$ cat config.mk
export PLATFORM = sky130hd
export DESIGN_NAME = mem_zetas_seq
export DESIGN_NICKNAME = d
export VERILOG_FILES = /design/src/rtl/mlkem_pkg.sv /design/src/rtl/zeta_rom.sv /design/src/rtl/mem_zetas_seq.sv
export SDC_FILE = /design/constraint.sdc
export NUM_CORES = 1
export LEC_CHECK = 0
export ABC_AREA = 1
export CAP_MARGIN = 30
export CORE_AREA = 2 2 100 93
export CTS_CLUSTER_SIZE = 14
export DETAILED_ROUTE_END_ITERATION = 6
export DIE_AREA = 0 0 102 95
export GPL_TIMING_DRIVEN = 0
export HOLD_SLACK_MARGIN = 0.08
export PLACE_DENSITY = 0.8
export SLEW_MARGIN = 20
export SYNTH_ARGS = -nofsm -noshare
export SYNTH_HDL_FRONTEND = slang
export SYNTH_SLANG_ARGS = --single-unit
$ cat constraint.sdc
create_clock -name clk -period 5 [get_ports clk]
set_input_delay 1.5 -clock clk [delete_from_list [all_inputs] [get_ports clk]]
set_output_delay 1.5 -clock clk [all_outputs]
set_load 0.005 [all_outputs]
$ cat src/rtl/mlkem_pkg.sv
// Shared ML-KEM constants and encodings for the NTT zeta path.
//   MLKEM_Q     modulus used for zeta negation
//   MLKEM_N     polynomial length
//   ZETA_DEPTH  number of entries in the zeta table
//   mode_e      operation select seen on the sequencer mode port
//   state_e     zeta sequencer FSM state encoding
package mlkem_pkg;

  localparam int MLKEM_Q    = 3329;
  localparam int MLKEM_N    = 256;
  localparam int ZETA_DEPTH = MLKEM_N / 2;

  typedef enum logic [1:0] {
    MODE_NTT     = 2'd0,
    MODE_INTT    = 2'd1,
    MODE_BASEMUL = 2'd2,
    MODE_RSVD    = 2'd3
  } mode_e;

  typedef enum logic [1:0] {
    ST_IDLE   = 2'd0,
    ST_PRIME  = 2'd1,
    ST_STREAM = 2'd2
  } state_e;

endpackage

$ cat src/rtl/zeta_rom.sv
// Zeta table in Montgomery form (z * 2^16 mod Q), synchronous read with a
// registered output: data follows addr one clock later.
//   clk   clock
//   addr  table index
//   data  table entry, unsigned, always in [1, Q-1]
module zeta_rom
  import mlkem_pkg::*;
#(
  parameter int DATA_WIDTH = 16,
  parameter int ADDR_WIDTH = 7
) (
  input  logic                  clk,
  input  logic [ADDR_WIDTH-1:0] addr,
  output logic [DATA_WIDTH-1:0] data
);

  localparam int ZETAS [ZETA_DEPTH] = '{
    2285, 2571, 2970, 1812, 1493, 1422,  287,  202,
    3158,  622, 1577,  182,  962, 2127, 1855, 1468,
     573, 2004,  264,  383, 2500, 1458, 1727, 3199,
    2648, 1017,  732,  608, 1787,  411, 3124, 1758,
    1223,  652, 2777, 1015, 2036, 1491, 3047, 1785,
     516, 3321, 3009, 2663, 1711, 2167,  126, 1469,
    2476, 3239, 3058,  830,  107, 1908, 3082, 2378,
    2931,  961, 1821, 2604,  448, 2264,  677, 2054,
    2226,  430,  555,  843, 2078,  871, 1550,  105,
     422,  587,  177, 3094, 3038, 2869, 1574, 1653,
    3083,  778, 1159, 3182, 2552, 1483, 2727, 1119,
    1739,  644, 2457,  349,  418,  329, 3173, 3254,
     817, 1097,  603,  610, 1322, 2044, 1864,  384,
    2114, 3193, 1218, 1994, 2455,  220, 2142, 1670,
    2144, 1799, 2051,  794, 1819, 2475, 2459,  478,
    3221, 3021,  996,  991,  958, 1869, 1522, 1628
  };

  always_ff @(posedge clk) begin
    data <= DATA_WIDTH'(ZETAS[addr]);
  end

endmodule

$ cat src/rtl/mem_zetas_seq.sv
// Zeta sequencer for the ML-KEM NTT unit. Walks the internal zeta table for
// forward NTT, inverse NTT or base multiplication and streams one zeta per
// beat over a valid/ready handshake.
//   clk, rst          clock, synchronous active-high reset
//   start, mode       run request (accepted in IDLE only) and operation select
//   busy              run in progress (PRIME and STREAM)
//   zeta_valid/ready  beat handshake towards the butterfly core
//   zeta_out          zeta value, Q-z where negation applies
//   zeta_idx, layer   table index and NTT layer of the current beat
//   zeta_last         qualifies the final beat of the stream
//   done              one-cycle pulse after the final handshake
//   err               one-cycle pulse after a start with the reserved mode
//
// state     | meaning
// ST_IDLE   | waiting for start; ROM address tracks the first index of mode
// ST_PRIME  | first table read in flight
// ST_STREAM | zeta_valid high; a beat completes on zeta_valid && zeta_ready
module mem_zetas_seq
  import mlkem_pkg::*;
#(
  parameter int DATA_WIDTH = 16,
  parameter int ADDR_WIDTH = 7,
  parameter int Q          = MLKEM_Q,
  parameter bit PER_BF     = 1'b1,
  parameter bit INV_NEG    = 1'b1
) (
  input  logic                  clk,
  input  logic                  rst,
  input  logic                  start,
  input  logic [1:0]            mode,
  output logic                  busy,
  output logic                  zeta_valid,
  input  logic                  zeta_ready,
  output logic [DATA_WIDTH-1:0] zeta_out,
  output logic [ADDR_WIDTH-1:0] zeta_idx,
  output logic [2:0]            layer,
  output logic                  zeta_last,
  output logic                  done,
  output logic                  err
);

  localparam int DEPTH = 1 << ADDR_WIDTH;
  localparam logic [ADDR_WIDTH-1:0] IDX_ONE  = ADDR_WIDTH'(1);
  localparam logic [ADDR_WIDTH-1:0] IDX_TOP  = ADDR_WIDTH'(DEPTH - 1);
  localparam logic [ADDR_WIDTH-1:0] IDX_HALF = ADDR_WIDTH'(DEPTH / 2);

  state_e                  state_q, state_d;
  mode_e                   mode_q;
  logic [ADDR_WIDTH-1:0]   idx_q, idx_nxt, rom_addr;
  logic [2:0]              layer_q, layer_nxt;
  // Beats still to be issued on the current index after this one.
  logic [ADDR_WIDTH-1:0]   rep_q;
  logic                    done_q, err_q;
  logic [DATA_WIDTH-1:0]   rom_data;
  logic                    start_ok, beat, last_beat, negate;

  function automatic logic [ADDR_WIDTH-1:0] first_idx(input mode_e m);
    case (m)
      MODE_INTT:    return IDX_TOP;
      MODE_BASEMUL: return IDX_HALF;
      default:      return IDX_ONE;
    endcase
  endfunction

  // Repeat count (minus one) for every index of a given layer.
  function automatic logic [ADDR_WIDTH-1:0] beats_minus1(input mode_e m,
                                                         input logic [2:0] l);
    case (m)
      MODE_NTT:     return PER_BF ? ADDR_WIDTH'((DEPTH >> l) - 1) : '0;
      MODE_INTT:    return PER_BF ? ADDR_WIDTH'((2 << l) - 1) : '0;
      MODE_BASEMUL: return IDX_ONE;
      default:      return '0;
    endcase
  endfunction

  zeta_rom #(
    .DATA_WIDTH(DATA_WIDTH),
    .ADDR_WIDTH(ADDR_WIDTH)
  ) u_rom (
    .clk (clk),
    .addr(rom_addr),
    .data(rom_data)
  );

  // Layer boundaries fall on powers of two: NTT finishes a layer on an index
  // of the form 2^k-1, INTT finishes one on an index 2^k.
  always_comb begin
    idx_nxt   = idx_q;
    layer_nxt = layer_q;
    last_beat = 1'b0;
    case (mode_q)
      MODE_NTT: begin
        idx_nxt   = idx_q + IDX_ONE;
        if ((idx_q & idx_nxt) == '0) layer_nxt = layer_q + 3'd1;
        last_beat = (idx_q == IDX_TOP) && (rep_q == '0);
      end
      MODE_INTT: begin
        idx_nxt   = idx_q - IDX_ONE;
        if ((idx_q & idx_nxt) == '0) layer_nxt = layer_q + 3'd1;
        last_beat = (idx_q == IDX_ONE) && (rep_q == '0);
      end
      MODE_BASEMUL: begin
        idx_nxt   = idx_q + IDX_ONE;
        last_beat = (idx_q == IDX_TOP) && (rep_q == '0);
      end
      default: ;
    endcase
  end

  always_ff @(posedge clk) begin
    if (rst) state_q <= ST_IDLE;
    else     state_q <= state_d;
  end

  always_comb begin
    state_d    = state_q;
    start_ok   = 1'b0;
    busy       = 1'b0;
    zeta_valid = 1'b0;
    case (state_q)
      ST_IDLE: begin
        if (start && (mode != MODE_RSVD)) begin
          start_ok = 1'b1;
          state_d  = ST_PRIME;
        end
      end
      ST_PRIME: begin
        busy    = 1'b1;
        state_d = ST_STREAM;
      end
      ST_STREAM: begin
        busy       = 1'b1;
        zeta_valid = 1'b1;
        if (zeta_ready && last_beat) state_d = ST_IDLE;
      end
      default: state_d = ST_IDLE;
    endcase
  end

  assign beat = zeta_valid && zeta_ready;

  // The ROM always reads the index that will be on the outputs next cycle,
  // so back-to-back beats need no bubble and a stall holds the data.
  always_comb begin
    rom_addr = idx_q;
    if (state_q == ST_IDLE)         rom_addr = first_idx(mode_e'(mode));
    else if (beat && rep_q == '0)   rom_addr = idx_nxt;
  end

  always_ff @(posedge clk) begin
    if (rst) begin
      mode_q  <= MODE_NTT;
      idx_q   <= '0;
      layer_q <= '0;
      rep_q   <= '0;
      done_q  <= 1'b0;
      err_q   <= 1'b0;
    end else begin
      done_q <= beat && last_beat;
      err_q  <= (state_q == ST_IDLE) && start && (mode == MODE_RSVD);
      if (start_ok) begin
        mode_q  <= mode_e'(mode);
        idx_q   <= first_idx(mode_e'(mode));
        layer_q <= '0;
        rep_q   <= beats_minus1(mode_e'(mode), 3'd0);
      end else if (beat) begin
        if (rep_q != '0) begin
          rep_q <= rep_q - IDX_ONE;
        end else begin
          idx_q   <= idx_nxt;
          layer_q <= layer_nxt;
          rep_q   <= beats_minus1(mode_q, layer_nxt);
        end
      end
    end
  end

  // BASEMUL issues +z first and Q-z on the second (final) repeat.
  assign negate = ((mode_q == MODE_INTT) && INV_NEG) ||
                  ((mode_q == MODE_BASEMUL) && (rep_q == '0));

  always_comb begin
    zeta_out  = '0;
    zeta_idx  = '0;
    layer     = '0;
    zeta_last = 1'b0;
    if (zeta_valid) begin
      zeta_out  = negate ? (DATA_WIDTH'(Q) - rom_data) : rom_data;
      zeta_idx  = idx_q;
      layer     = layer_q;
      zeta_last = last_beat;
    end
  end

  assign done = done_q;
  assign err  = err_q;

endmodule
Yosys cells after proc, flatten, opt, wreduce, memory -nomap -nowiden --
Memories as Yosys holds them, arrays and structs flattened. A register that Yosys moved wholly into a read port is not among the register bits. Cells that the tools add are included. W data, S select, Z words.
Word-level totals: bits in latches 0, memories kept 1, register bits 23, output and inout port bits 31, bits in writable memories 0, memory bits (read-only) 4096
Operators by class: reductions and logical operators 26, bitwise gates (word level) 4, $add $sub $neg 7, muxes and demuxes 28, div/mod/pow operators 0, eq/ne operators 13, $mul 0, shifts and indexed selects 2, $lt $le $gt $ge 0
Memories:
- (no name shown) | words 128, width 32, read ports 1, clocked after memory_dff 1, wr ports 0, line zeta_rom.sv:37 | data <= DATA_WIDTH'(ZETAS[addr]);
Operator list (count):
- $mux W7 | 9
- $pmux W7 S2 | 3
- $mux W16 | 2
- $logic_not A7 Y1 | 3
- $pmux W7 S3 | 1
- $sub A12 B16 Y16 const A | 1
- $and A7 B7 Y7 | 2
- $sub A7 B1 Y7 const B | 2
- $sub A7 B2 Y7 const B | 2
- $logic_and A1 B1 Y1 | 10
- $mux W3 | 3
- $eq A2 B2 Y1 const B | 4
- $ne A2 B2 Y1 const B | 4
- $not A7 Y8 | 1
- $reduce_or A2 Y1 | 4
- $shr A8 B3 Y7 const A | 1
- $add A7 B1 Y7 const B | 1
- $eq A7 B1 Y1 const B | 1
- $eq A7 B7 Y1 const B | 1
- $reduce_bool A7 Y1 | 1
- $shl A2 B3 Y7 const A | 1
- $eq A2 B1 Y1 const B | 3
- $logic_not A2 Y1 | 3
- $pmux W2 S3 | 1
- 9 further kinds | 16

Logic depth before layout (Yosys ltp) --
depth after elaboration 11, depth in mapped cells 26, gate-level depth less buffers 25

Cells and area by module --
From an unflattened synthesis, not the netlist that was laid out.
Second synthesis, totals: cell total of the unflattened synthesis 959, area total of the unflattened synthesis 5512.8 um^2
By module, submodules not included:
- zeta_rom | instances 1, cells each 548, area each 2936.6 um^2, sequential area each 240.2 um^2
- mem_zetas_seq | instances 1, cells each 411, area each 2576.2 um^2, sequential area each 460.4 um^2

Worst setup path before layout --
No wires, ideal clock.
path kind in2reg, start input zeta_ready, end register u_rom.data[2], arrival 3.480 ns, data required time 4.887 ns, path slack 1.408 ns, stages 16, buffers on the path 1, cells stage by stage nand2_1 > nor2_4 > buf_6 > nand2_1 > o21ai_2 > nor2_2 > nor2_1 > ha_1 > inv_1 > nand2_4 > nand2_1 > nor2_1 > a31oi_1 > nand3_1 > nand3_1 > nand2_1
Between the ends: cells in the longest elaborated chain, start to end 5
Ends and longest elaborated chain:
- start, declared | line mem_zetas_seq.sv:33 | input logic zeta_ready,
- $logic_and A1 B1 Y1 | line mem_zetas_seq.sv:140 | assign beat = zeta_valid && zeta_ready;
- $logic_and A1 B1 Y1 | line mem_zetas_seq.sv:147 | else if (beat && rep_q == '0) rom_addr = idx_nxt;
- $mux W7 | line mem_zetas_seq.sv:147
- $mux W7 | line mem_zetas_seq.sv:146 | if (state_q == ST_IDLE) rom_addr = first_idx(mode_e'(mode));
- $not A7 Y8 (not written as such) | line zeta_rom.sv:37
- end, declared | line zeta_rom.sv:14 | output logic [DATA_WIDTH-1:0] data
No other way between the ends. A chain may end at the register's enable or synchronous reset.

Final worst setup path --
start input zeta_ready, end register u_rom.data[0]
Same word-level chain as after synthesis.

==> results.cfg <==
[timing]
relSlewSlack = 0.3244
period_needed_ps = 4748
worstMarginPinSlew_ps = 1007
fin_crit_sh = 0.9496
fin_worst_skew_ps = 8.922
fin_tns_setup_ps = 0
setup_viol = 0
slew_viol_final = 0
rsz0062_at_grt = false
hold_ws_ps = 491.7
fmax_ghz = 0.2106
hold_viol = 0
fin_ws_ps = 252.1

[yosys]
yosysWarningCount = 0
ys_top_cells_by_area = nand2_1 (19%), dfxtp_1 (14%), nand3_1 (11%)
synthesis.area_mm2 = 0.005080
synth_area_per_cell_um2 = 5.676
synth_top_area_share = 0.1884
synth_seq_cells = 35
ys_async_sr_fraction = 0
syn-num-nets = 939
yosysTopAreaCell = nand2_1
synth_seq_area_share = 0.1379
synth_cells = 895
synth-main-ff-cell = dfxtp_1
synth_common_cells = nand2_1 (255), nand3_1 (110), inv_1 (97), a21oi_1 (60), nor2_1 (60)
synth_cell_type_count = 40
synth_edf_count = 0
synth_most_common_cell = nand2_1

[setup_path]
start_kind = input pin
path_max_fanout = 10
critPathCaptureType = flip-flop
critical_path_class = input pin to flip-flop
cp.arrival_ps = 4990
worstPathRequired_ps = 5240
r2r_slack_ps = 1100

[route]
post_drt_via_cell_ratio = 6.343
drc = 229
ant_nets = 0
via_count = 6730
wire_per_inst_um = 19.15
postRouteWirelength_um = 20320
drtIter0Drc = 1358
dr.pass1.iters = 7

[global_routing]
track_usage = 0.4336
grt_pass1_wl_um = 32460
antenna_found_initial = 0
grt_overflow_total = 0
grt_pass1_vias = 6161
grt_max_degree = 13

[power]
powerDensity_mw_per_mm2 = 669.6
cellLeakagePower_uw = 0.002845
vdd_drop_max_v = 0.0007354
power_uw = 3804

[floorplan]
io_pins = 37
start_util = 0.5803
die_height_um = 95
die_w_um = 102
coreArea_mm2 = 0.008753
die_area_mm2 = 0.009690
num_rows = 33

[clocking]
ctsHoldBuffers = 0
post_cts_resized = 0
cts_buffer_depth = 2
numCtsBuffers = 5
h-tree-depth = 2
cts_sinks = 35
cts_setup_buffers = 0
root_buffer = clkbuf_8
clk_pin_slew_ps = 80
clk_latency_ps = 300
tritoncts = done

[placed_design]
dp_slack_ps = 286.6
gp_congestion = 1.210
post-dp-hpwl_um = 15150
io_buffers = 36
dp_cells = 1053

[min_path]
min_path_type = flip-flop to flip-flop

[run_status]
failed_checks = design-rule violations
outcome = finished, violations left

[cells_and_area]
fillers = 854
fin_cells = 1061
drive_above_1_share = 0.08839
antennaDiodeCount = 0
finalNetCount = 982
area_growth_pct = 11.85

[job]
drv_cap = 0
## power breakdown
group | switching (uW) | leakage [uW] | internal (uW)
combinational | 2220 | 0.00252 | 935
sequential | 75.7 | 0.000289 | 368
clock | 113 | 0.0000402 | 96.9
## per-layer routing
metal	GRT usage	vias to the layer above	wire length, um
met5	0	-	0
met4	0.2056	0	1294
met3	0.1791	167	3174
met2	0.5981	555	7764
met1	0.5797	2962	8087
li1	-	3046	-
## cell type report
class	instances	area (um^2)	area share
multi-input cells	713	3731	0.6567
flip-flops and latches	35	700.7	0.1233
inverters	109	411.6	0.07245
repair buffers	36	360.3	0.06342
plain buffers	38	236.5	0.04162
well taps	122	152.6	0.02687
clock buffers	5	68.82	0.01211
clock inverters	3	20.02	0.003523
## state kept, by name (all words and copies together) (netlist names)
register	flops
u_rom.data	12
mode_q	2
done	1
layer_q	3
state_q	2
err	1
rep_q	7
idx_q	7
## through the flow
stage	util	instance area, um^2
after floorplan	-	5080
after global routing	0.6491	5682
final	0.6491	5682
after detailed placement	0.6389	5593
after global placement	0.6389	5593
after CTS	0.6491	5682
## kinds of logic (layout without fill, tap and decap cells)
group           Yosys count  in the layout  synth area share
fa+ha+maj                38             38           0.09360
xor+xnor                  4              4          0.006898
compound gates          185            185            0.2025
simple gates            486            486            0.4315
flops                    35             35            0.1379
buf+inv                 147            191            0.1276
## worst paths after layout
check / cells past startpoint / to / from
hold reg to reg: 2 / rep_q[0]$_SDFFE_PP0P_ / rep_q[0]$_SDFFE_PP0P_
setup reg to reg: 18 / u_rom.data[0]$_DFF_P_ / rep_q[1]$_SDFFE_PP0P_
setup / recovery: 15 / u_rom.data[0]$_DFF_P_ / zeta_ready
hold / removal: 2 / rep_q[0]$_SDFFE_PP0P_ / rep_q[0]$_SDFFE_PP0P_
## layout by cell type (no fill, tap or decap), types with 2 or more instances in the layout
master,n
buf_4,5
a21oi_1,60
ha_1,38
buf_2,12
nand3_1,110
nor2_4,7
o21ai_0,56
nor3b_1,2
inv_2,11
nor2_1,60
inv_1,97
clkbuf_1,12
nand2_1,255
o31ai_1,2
nor3_1,10
clkinvlp_4,2
xnor2_1,3
o22ai_1,13
nand2_2,14
o21ai_1,23
dfxtp_1,35
nand2_4,6
clkbuf_8,5
o211ai_1,14
nor2_2,4
a31oi_1,11
nor3_2,2
buf_6,8
nand4_1,11
o21ai_2,2
clkdlybuf4s50_1,36
## critical path, cell delays in order
cell	delay, ps
clkdlybuf4s50_1	500
nand2_1	120
nor2_4	160
buf_6	170
o21ai_2	90
o21ai_1	790
ha_1	380
inv_1	150
nand2_2	250
nand2_1	160
o21ai_1	320
nand3_1	170
nand2_1	120
nand2_1	50
nand2_1	70
No activity file was read; power rests on OpenSTA's default activity.
